**src/rtl/multicycle_ctrl.sv**
```systemverilog
// multicycle_ctrl: multi-cycle RISC-V style control FSM with a memory handshake timeout and a sticky trap
module multicycle_ctrl #(
  parameter int unsigned MEM_TIMEOUT = 15
) (
  input  logic        clk,
  input  logic        reset,
  input  logic [31:0] instr,
  input  logic        mem_ready,
  output logic        mem_req,
  output logic        mem_we,
  output logic        ir_we,
  output logic        pc_we,
  output logic        reg_we,
  output logic [1:0]  imm_sel,
  output logic [19:0] imm_field,
  output logic        alu_src_imm,
  output logic        trap,
  output logic [2:0]  state
);
  typedef enum logic [2:0] {FETCH = 3'd0, DECODE = 3'd1, EXEC = 3'd2, MEM = 3'd3, WB = 3'd4, TRAP = 3'd5} state_t;
  typedef enum logic [2:0] {C_R, C_I, C_LD, C_ST, C_BR, C_U, C_J, C_BAD} cls_t;
  localparam logic [7:0] TIMEOUT = 8'(MEM_TIMEOUT);
  state_t      state_q, state_d;
  cls_t        cls_q, cls_d, cls_in;
  logic [7:0]  cnt_q, cnt_d;
  logic [1:0]  imm_sel_q, imm_sel_d, sel_in;
  logic [19:0] imm_field_q, imm_field_d, fld_in;
  logic        waiting, timed_out, hs;
  always_comb begin
    cls_in = C_BAD;
    sel_in = 2'd0;
    fld_in = 20'd0;
    case (instr[6:0])
      7'b0000011: begin cls_in = C_LD; fld_in = {8'd0, instr[31:20]}; end
      7'b0010011, 7'b1100111: begin cls_in = C_I; fld_in = {8'd0, instr[31:20]}; end
      7'b0100011: begin cls_in = C_ST; fld_in = {8'd0, instr[31:25], instr[11:7]}; end
      7'b1100011: begin cls_in = C_BR; sel_in = 2'd1; fld_in = {8'd0, instr[31], instr[7], instr[30:25], instr[11:8]}; end
      7'b0110111, 7'b0010111: begin cls_in = C_U; sel_in = 2'd2; fld_in = instr[31:12]; end
      7'b1101111: begin cls_in = C_J; sel_in = 2'd3; fld_in = {instr[31], instr[19:12], instr[20], instr[30:21]}; end
      7'b0110011: cls_in = C_R;
      default: cls_in = C_BAD;
    endcase
  end
  // a timeout wins over a simultaneous mem_ready
  assign waiting   = state_q == FETCH || state_q == MEM;
  assign timed_out = waiting && cnt_q == TIMEOUT;
  assign hs        = waiting && mem_ready && !timed_out;
  always_comb begin
    state_d     = state_q;
    cls_d       = cls_q;
    imm_sel_d   = imm_sel_q;
    imm_field_d = imm_field_q;
    case (state_q)
      FETCH:   state_d = timed_out ? TRAP : hs ? DECODE : FETCH;
      DECODE:  state_d = cls_q == C_BAD ? TRAP : EXEC;
      EXEC:    state_d = (cls_q == C_LD || cls_q == C_ST) ? MEM : cls_q == C_BR ? FETCH : WB;
      MEM:     state_d = timed_out ? TRAP : !hs ? MEM : cls_q == C_ST ? FETCH : WB;
      WB:      state_d = FETCH;
      default: state_d = TRAP;
    endcase
    if (state_q == FETCH && hs) begin
      cls_d       = cls_in;
      imm_sel_d   = sel_in;
      imm_field_d = fld_in;
    end
    cnt_d = state_d != state_q ? 8'd0 : (waiting && !mem_ready) ? cnt_q + 8'd1 : cnt_q;
    if (reset) begin
      state_d     = FETCH;
      cls_d       = C_R;
      imm_sel_d   = 2'd0;
      imm_field_d = 20'd0;
      cnt_d       = 8'd0;
    end
  end
  always_ff @(posedge clk) begin
    state_q     <= state_d;
    cls_q       <= cls_d;
    cnt_q       <= cnt_d;
    imm_sel_q   <= imm_sel_d;
    imm_field_q <= imm_field_d;
  end
  assign mem_req     = waiting;
  assign mem_we      = state_q == MEM && cls_q == C_ST;
  assign ir_we       = state_q == FETCH && hs;
  assign pc_we       = (state_q == EXEC && cls_q == C_BR) || (state_q == MEM && hs && cls_q == C_ST) || state_q == WB;
  assign reg_we      = state_q == WB;
  assign imm_sel     = imm_sel_q;
  assign imm_field   = imm_field_q;
  assign alu_src_imm = cls_q != C_R;
  assign trap        = state_q == TRAP;
  assign state       = state_q;
endmodule
```
**config.mk**
```make
export PLATFORM = sky130hd
export DESIGN_NAME = multicycle_ctrl
export DESIGN_NICKNAME = d
export VERILOG_FILES = /design/src/rtl/multicycle_ctrl.sv
export SDC_FILE = /design/constraint.sdc
export NUM_CORES = 1
export LEC_CHECK = 0
export BUFFER_PORTS_ARGS = -buffer_cell sky130_fd_sc_hd__buf_2
export CAP_MARGIN = 20
export CORE_MARGIN = 10
export CORE_UTILIZATION = 46
export DETAILED_ROUTE_END_ITERATION = 8
export PLACE_DENSITY = 0.76
export SYNTH_ARGS = -nofsm -noshare
export SYNTH_HDL_FRONTEND = slang
export SYNTH_SLANG_ARGS = --single-unit
```
**constraint.sdc**
```tcl
create_clock -name clk -period 1.99 [get_ports clk]
set_clock_uncertainty 0.1 [all_clocks]
set_input_delay 0.199 -clock clk [delete_from_list [all_inputs] [get_ports clk]]
set_output_delay 0.199 -clock clk [all_outputs]
set_load 0.005 [all_outputs]
```
==> results.json <==
{
  "grt.total_usage_pct": 16.65,
  "overflow": 0,
  "setup_tns_ns": -1.859,
  "worstSetupPathType": "reg -> out",
  "ant_nets": 0,
  "max_cap_viol_count": 0,
  "ir_drop_mv": 0.3581,
  "coreArea_sq_um": 4444,
  "cts_buffers": 5,
  "ios": 67,
  "grt_pass1_vias": 2245,
  "grt_pass1_wl_microns": 10470,
  "drive_gt1_share_pct": 39.94,
  "yosysSeqAreaShare_pct": 33.68,
  "regToRegEndpoint": "imm_field[18]",
  "slew_headroom_pct": 62.68,
  "hold_violations": 0,
  "rr_worst_depth": 9,
  "vias_per_cell": 6.213,
  "hold_path_end": "imm_field[19]",
  "min_path_type": "in -> reg",
  "port_buffers": 66,
  "fin_crit_sh_pct": 111.6,
  "clk_pin_slew_ns": 0.07,
  "ys_ff_latch": 36,
  "route.detailed.drc": 0,
  "highest_layer": "met4",
  "syn_area_sq_um": 2140,
  "design.die.area_sq_um": 7779,
  "wl_met1_microns": 2938,
  "cp_data_arrival_time_ns": 1.92,
  "syn_nets": 281,
  "dp_slack_ns": 0.002721,
  "rsz0062_at_grt": "true",
  "fp-row-count": 24,
  "route.met2.wl_microns": 3260,
  "synth_edf_count": 0,
  "syn_avg_cell_area_sq_um": 8.733,
  "hp-start": "instr[31]",
  "status": "complete, but fails checks",
  "drv_slew": 0,
  "cts_hold_buf": 0,
  "p_total_w": 0.001797,
  "power.density_nw_per_um2": 620.3,
  "synthFlopType": "dfxtp_1",
  "dieHeight_microns": 88.20,
  "async_reset_ff_share_pct": 0,
  "setup_viol": 24,
  "dr.pass1.iters": 5,
  "antenna_found_initial": 0,
  "yosysUniqueCellTypes": 56,
  "routabilityCongestion": 0.9067,
  "areaGrowthSynthToFinish_pct": 35.38,
  "rrSetupSlack_ns": -0.11,
  "cp_max_fo": 3,
  "drt_iter0_drc": 167,
  "vias": 2392,
  "drt_wl_total_microns": 6915,
  "dp_hpwl_microns": 5038,
  "die_w_microns": 88.20,
  "wl_per_cell_microns": 17.96,
  "clockBufferDepth": 2,
  "crit_required_ns": 1.69,
  "fin_cells": 385,
  "start_util_pct": 48.14,
  "grt_max_degree": 18,
  "final_cell_mix": "65 x buf_2, 33 x dfxtp_1, 28 x buf_4",
  "yosysWarnings": 0,
  "layout_min_cycle_time_ns": 2.221,
  "clock_latency_ns": 0.28,
  "setup_slack_ns": -0.2306,
  "hold_path_depth": 3,
  "cts_tree": "yes",
  "violations": "setup timing",
  "dr_wl_met3_microns": 605,
  "crit_path_end_kind": "output port",
  "antenna_cells": 0,
  "root_buffer": "clkbuf_8",
  "nNetsFinal": 369,
  "placed_cells": 372,
  "startpoint_type": "register",
  "r2r_start": "cnt_q[7]",
  "final_common_cell": "buf_2",
  "leakagePower_nw": 1.208,
  "cts_max_level": 2,
  "postSynthCellCount": 245,
  "worstMarginPinSlew_ns": 0.5456,
  "timing.fmax_ghz": 0.4503,
  "clock-sinks": 36
}
[critical path, cell delays in order, from the launching register on]
cell and delay (ns):
dfxtp_2 0.32, or4_4 0.55, o21ai_4 0.17, nor3_2 0.05
a31o_2 0.21, a31o_2 0.23, buf_6 0.11
[worst max path at each step]
stage	start	depth (start not counted)	end	slack, ns
4_1_cts	cnt_q[7]	6	pc_we	-0.24
5_1_grt	cnt_q[7]	6	pc_we	-0.26
6_report	cnt_q[7]	6	pc_we	-0.23
3_3_place_gp	cnt_q[4]	6	pc_we	0.03
2_1_floorplan	cnt_q[0]	7	imm_field[5]	0.12
3_5_place_dp	cnt_q[4]	6	pc_we	0.003
[per-layer routing]
metal,global-route usage [%],vias to the layer above
met1,20.22,1114
met4,4.993,0
met2,27.19,124
met5,0,-
met3,5.571,11
li1,-,1143
[where the power goes]
group / switching [W] / internal (W)
Clock: 0.000244 / 0.000308
Combinational: 0.000254 / 0.000203
Sequential: 0.0000362 / 0.000752
[through the flow]
stage | hold WS [ns] | area [sq um] | util [%]
6_report | 0.1230 | 2897 | 65.17
3_3_place_gp | 0.3433 | 2636 | 59.32
2_1_floorplan | 0.2656 | 2140 | -
5_1_grt | 0.1267 | 2897 | 65.17
3_5_place_dp | 0.3422 | 2636 | 59.32
4_1_cts | 0.1108 | 2778 | 62.50
[synthesized netlist by cell type (all sizes together) (2+ instances only)]
master	count	area share (%)
dfxtp	36	34
buf	11	3.4
and2	4	1.2
a211oi	3	1.3
nand3	7	1.6
a31o	3	1.2
nand4	2	0.58
o21ai	6	1.9
or4	2	0.88
xnor2	2	0.82
a32o	2	0.94
clkbuf	5	0.88
and3	2	0.58
mux2i	6	3.0
nor2b	2	0.58
a222oi	6	2.8
nor4	2	0.58
o2bb2ai	14	6.3
nand2	14	2.5
nand3b	5	2.3
a221oi	12	4.9
a31oi	4	1.2
nor2	18	3.9
inv	6	1.2
o22ai	2	0.58
a21oi	10	2.3
xor2	7	2.9
a22o	2	0.82
o2111ai	2	0.82
nor3	27	6.3
or3	3	0.88
nand2b	4	1.2
[flip-flops by register name (all words and copies together), names as in the netlist]
| signal | flops |
|---|---|
| cls_q | 3 |
| imm_sel | 2 |
| state | 3 |
| cnt_q | 8 |
| imm_field | 20 |
[kinds of logic (layout without fill, tap and decap cells)]
logic type,Yosys count,after routing,share of synthesized area [%]
AOI/OAI and AO/OA,74,74,28.54
muxes,6,6,2.982
adders and majority gates,1,1,0.5847
buffers and inverters,22,108,5.439
xor gates and xnor gates,9,9,3.684
DFF,36,36,33.68
and+or+nand+nor,97,99,25.09
[final cells by class]
type	count	area [sq um]
multi-input cells	189	1420
clock buffers	7	96.34
well taps	52	65.06
flip-flops and latches	36	726.9
fillers	383	1548
inverters	6	30.03
repair buffers	95	558.0
[what timing repair did]
item                       4_1_cts  5_1_grt
setup buffers                    2        3
setup endpoints to repair        8       30
gates cloned                     0        2
pin swaps                        5        6
resized for setup                9       17
Note: power is estimated with default switching activity, not from simulation.
